## config.mk

```make
export PLATFORM = sky130hd
export DESIGN_NAME = move_issuer
export DESIGN_NICKNAME = d
export VERILOG_FILES = /design/src/rtl/move_issuer.sv
export SDC_FILE = /design/constraint.sdc
export NUM_CORES = 1
export LEC_CHECK = 0
export CORE_ASPECT_RATIO = 1.2
export CORE_UTILIZATION = 42
export DETAILED_ROUTE_END_ITERATION = 12
export GPL_TIMING_DRIVEN = 0
export PLACE_DENSITY_LB_ADDON = 0.2
export RECOVER_POWER = 25
export SYNTH_ARGS = -nofsm -noshare
export SYNTH_HDL_FRONTEND = slang
export SYNTH_SLANG_ARGS = --single-unit
```

## constraint.sdc

```tcl
create_clock -name clk_in -period 2.5 [get_ports clk_in]
set_input_delay 0.25 -clock clk_in [delete_from_list [all_inputs] [get_ports clk_in]]
set_output_delay 0.25 -clock clk_in [all_outputs]
set_load 0.01 [all_outputs]
```

## src/rtl/move_issuer.sv

```systemverilog
// Pops the sorted move list head and streams it to the search controller; flushes on cutoff.
// First move valid 3 cycles after gen_done, one move per 2 cycles; a move is held until ready.
module move_issuer #(
    parameter int MAX_LEN    = 32,
    parameter int KEY_BITS   = 8,
    parameter int VALUE_BITS = 15,
    localparam int LW        = $clog2(MAX_LEN + 1)
) (
    input  logic                  clk_in,
    input  logic                  rst_n_in,
    input  logic                  start_in,
    input  logic                  gen_done_in,
    input  logic                  cutoff_in,
    input  logic [VALUE_BITS-1:0] head_value_in,
    input  logic [KEY_BITS-1:0]   head_key_in,
    input  logic [LW-1:0]         len_in,
    output logic                  dequeue_out,
    output logic [VALUE_BITS-1:0] move_out,
    output logic [KEY_BITS-1:0]   move_key_out,
    output logic                  move_valid_out,
    input  logic                  move_ready_in,
    output logic                  done_out,
    output logic                  done_cut_out,
    output logic [LW-1:0]         issued_count_out,
    output logic                  busy_out
);

    typedef enum logic [2:0] {
        IDLE, FILL, SETTLE, LOAD, ISSUE, FLUSH, DONE
    } state_t;

    state_t                state_q, state_d;
    logic                  cut_q, cut_d;
    logic                  done_cut_q, done_cut_d;
    logic [LW-1:0]         count_q, count_d;
    logic [VALUE_BITS-1:0] move_q, move_d;
    logic [KEY_BITS-1:0]   key_q, key_d;
    logic                  len_nz;

    assign len_nz = (len_in != '0);

    always_ff @(posedge clk_in or negedge rst_n_in) begin
        if (!rst_n_in) begin
            state_q    <= IDLE;
            cut_q      <= 1'b0;
            done_cut_q <= 1'b0;
            count_q    <= '0;
            move_q     <= '0;
            key_q      <= '0;
        end else begin
            state_q    <= state_d;
            cut_q      <= cut_d;
            done_cut_q <= done_cut_d;
            count_q    <= count_d;
            move_q     <= move_d;
            key_q      <= key_d;
        end
    end

    always_comb begin
        state_d     = state_q;
        cut_d       = cut_q;
        done_cut_d  = done_cut_q;
        count_d     = count_q;
        move_d      = move_q;
        key_d       = key_q;
        dequeue_out = 1'b0;
        unique case (state_q)
            IDLE: begin
                if (start_in) begin
                    count_d    = '0;
                    cut_d      = 1'b0;
                    done_cut_d = 1'b0;
                    state_d    = FILL;
                end
            end
            FILL: begin
                // Cutoff is only remembered here so flushing never races generator inserts.
                if (cutoff_in) cut_d = 1'b1;
                if (gen_done_in) state_d = SETTLE;
            end
            SETTLE: begin
                if (cut_q || cutoff_in) begin
                    cut_d   = 1'b1;
                    state_d = FLUSH;
                end else if (len_nz) begin
                    state_d = LOAD;
                end else begin
                    state_d = DONE;
                end
            end
            LOAD: begin
                dequeue_out = 1'b1;
                move_d      = head_value_in;
                key_d       = head_key_in;
                if (cutoff_in) begin
                    cut_d   = 1'b1;
                    state_d = FLUSH;
                end else begin
                    state_d = ISSUE;
                end
            end
            ISSUE: begin
                if (move_ready_in && (count_q != LW'(MAX_LEN))) count_d = count_q + 1'b1;
                if (cutoff_in) begin
                    cut_d   = 1'b1;
                    state_d = FLUSH;
                end else if (move_ready_in) begin
                    state_d = len_nz ? LOAD : DONE;
                end
            end
            FLUSH: begin
                dequeue_out = len_nz;
                if (!len_nz) state_d = DONE;
            end
            DONE: state_d = IDLE;
            default: state_d = IDLE;
        endcase
        if (state_d == DONE && state_q != DONE) done_cut_d = cut_d;
    end

    assign move_out         = move_q;
    assign move_key_out     = key_q;
    assign move_valid_out   = (state_q == ISSUE);
    assign done_out         = (state_q == DONE);
    assign done_cut_out     = done_cut_q;
    assign issued_count_out = count_q;
    assign busy_out         = (state_q != IDLE);

endmodule

```

==> flow_summary.json <==
{
  "detail-route-antenna-nets": 0,
  "vias_per_cell": 5.358,
  "cts_buffer_depth": 2,
  "skew_ns": 0.003244,
  "ys_top_cells_by_area": "dfrtp_1 54%, mux2_1 14%, xor2_1 2.2%",
  "fillers": 294,
  "grt_max_degree": 35,
  "worstPathCellList": "clkdlybuf4s50_1 -> nor4_4 -> and2_1 -> o21a_1 -> nor2_1 -> clkdlybuf4s50_1",
  "post_cts_resized": 0,
  "cts-root-buf": "clkbuf_8",
  "synth_flop_cell": "dfrtp_1",
  "portBuffers": 68,
  "dr.first_iter.drc_count": 34,
  "antenna_found_initial": 0,
  "io_pins": 69,
  "critical-path-max-stage-delay_ns": 0.47,
  "synth_cell_types": 38,
  "max_slew_margin": -0.2070,
  "crit_arrival_ns": 1.98,
  "yosysTopAreaCell": "dfrtp_1",
  "rows": 24,
  "ir_drop_uv": 611.7,
  "hold_buffers": 0,
  "worstSetupPathType": "in -> out",
  "cts_sinks": 34,
  "place_hpwl_mm": 2.839,
  "crit_fanout": 4,
  "fin_crit_ns": 2.230,
  "die_width_microns": 57.95,
  "setup_viol": 0,
  "first_global_vias": 1379,
  "wl_per_cell_microns": 15.37,
  "yosysMostFrequentCell": "dfrtp_1",
  "htree_levels": 2,
  "top_layer_used": "met4",
  "seqCellArea_sq_um": 850.8,
  "wl_met1_mm": 1.415,
  "status": "finished, violations left",
  "async_flop_share": 1.000,
  "cap_viol_max_count": 1,
  "ys_ff_latch": 34,
  "violations": "design-rule violations, max-capacitance violations, max-slew violations",
  "power_per_cell_area_mw_per_mm2": 1106,
  "multi_input_area_sq_um": 668.1,
  "min_period_over_period": 0.8920,
  "drive_above_1_share": 0.1045,
  "slew_violations": 35,
  "route.met2.wl_mm": 1.988,
  "worstHoldPathType": "in -> async",
  "cpMaxStageDelayCell": "clkdlybuf4s50_1",
  "drc_errors": 4,
  "num_vias": 1286,
  "syn_nets": 162,
  "fin_nets": 237,
  "n_antenna_cell": 0,
  "seq_area_frac_synth": 0.5393,
  "fp.dieH_microns": 69.14,
  "rsz0062_at_grt": "false",
  "wl_met3_microns": 228,
  "critPathLaunchType": "input pin",
  "p_leak_nw": 1.005,
  "clkTransAtPathRegs_ns": 0.07,
  "syn_area_sq_mm": 0.001578,
  "wirelength_mm": 3.688,
  "grt.total_usage": 0.2062,
  "tightest_slew_ns": 1.811,
  "synth.avg_cell_area_sq_um": 12.62,
  "max_freq_mhz": 448.4,
  "cts_inserted_buffers": 5,
  "drt_first_pass_iters": 8,
  "start_util": 0.4378,
  "synth_cells": 125,
  "tns_ns": 0,
  "die-area_sq_mm": 0.004007,
  "finalHoldViolCount": 0,
  "fin_util": 0.6639,
  "crit_top_cell": "clkdlybuf4s50_1",
  "core_sq_mm": 0.003603,
  "synth_top_area_frac": 0.5393,
  "place.gp.congestion": 0.8450,
  "crit_path_end_kind": "output pin",
  "synth_common_cells": "34 x dfrtp_1, 20 x mux2_1, 9 x nor2_1",
  "synth_edf_count": 0,
  "cts_tree": "done",
  "crit_required_ns": 2.25,
  "cts_setup_buffers": 0,
  "area_growth_pct": 51.63,
  "clock_latency_ns": 0.28,
  "grt_pass1_wl_mm": 6.251,
  "yosys_warnings": 0,
  "overflow": 0
}
==> cells in the final DEF (no fill, tap or decap), types with 2 or more instances in the layout <==
cell type / count
a2111oi_2: 2
a21oi_1: 5
and2_1: 2
and3_1: 2
buf_2: 2
clkbuf_1: 3
clkbuf_8: 6
clkdlybuf4s50_1: 67
dfrtp_1: 34
ha_1: 2
inv_1: 7
mux2_1: 20
mux2_2: 3
nand2_1: 4
nand2b_1: 2
nand4_1: 2
nor2_1: 9
nor3_1: 2
o22ai_2: 2
xor2_1: 4
==> worst max-delay path, delay by kind of cell <==
kind | cells | cell delay, ns
and+or+nand+nor | 3 | 0.68
AOI/OAI and AO/OA | 1 | 0.13
buffers and inverters | 2 | 0.91
==> cell families (layout without fill, tap and decap cells) <==
kind of cell	after synthesis	after routing	synth area share
buffers and inverters	12	88	0.03727
xor gates and xnor gates	4	4	0.02220
AOI/OAI and AO/OA	20	20	0.1079
muxes	23	23	0.1642
DFF	34	34	0.5393
adders and majority gates	2	2	0.01586
and+or+nand+nor	30	30	0.1134
==> power breakdown <==
group          switching [mW]  internal (mW)  total (mW)
Combinational           0.537          0.745        1.28
Clock                   0.187          0.222       0.409
Sequential              0.157          0.797       0.954
Total                   0.880           1.76        2.64
==> state kept, by name, summed over array words and instances (netlist names) <==
| signal | count |
|---|---|
| cut_q | 1 |
| done_cut_out | 1 |
| issued_count_out | 6 |
| move_key_out | 8 |
| move_out | 15 |
| state_q | 3 |
==> final timing paths <==
| path | cells past startpoint | slack [ns] | from | to |
|---|---|---|---|---|
| max in group asynchronous | 1 | 1.01 | rst_n_in | issued_count_out[0] |
| min in group clk_in | 1 | 0.49 | move_out[12] | move_out[12] |
| worst max-delay path | 6 | 0.27 | len_in[1] | dequeue_out |
| worst min-delay path | 1 | 0.45 | rst_n_in | move_key_out[1] |
| worst min register to register | 1 | 0.49 | move_out[12] | move_out[12] |
| worst max register to register | 5 | 0.92 | state_q[2] | done_cut_out |
==> routing by layer <==
| metal | GRT usage | vias up |
|---|---|---|
| li1 | - | 592 |
| met3 | 0.06942 | 6 |
| met4 | 0.07937 | 0 |
| met1 | 0.2297 | 643 |
| met2 | 0.3550 | 45 |
| met5 | 0 | - |
==> through the flow <==
step | total power, mW | area (sq um) | instances | hold WS, ns | setup WS [ns]
after floorplan | 1.567 | 1578 | 125 | -0.04559 | 1.009
after global placement | 2.197 | 2307 | 232 | 0.4721 | 0.2916
after detailed placement | 2.253 | 2302 | 232 | 0.3588 | 0.2720
after CTS | 2.677 | 2394 | 240 | 0.04972 | 0.2666
after global routing | 2.809 | 2392 | 240 | 0.5114 | 0.2119
final | 2.645 | 2392 | 240 | 0.4534 | 0.2699
==> final cells by class <==
class,instances,share of cell area
flip-flops and latches,34,0.3556
clock buffers,7,0.03609
multi-input cells,79,0.2793
well taps,39,0.02040
plain buffers,5,0.01360
clock inverters,1,0.002092
inverters,7,0.01098
repair buffers,68,0.2819
No activity file was read; power rests on OpenSTA's default activity.
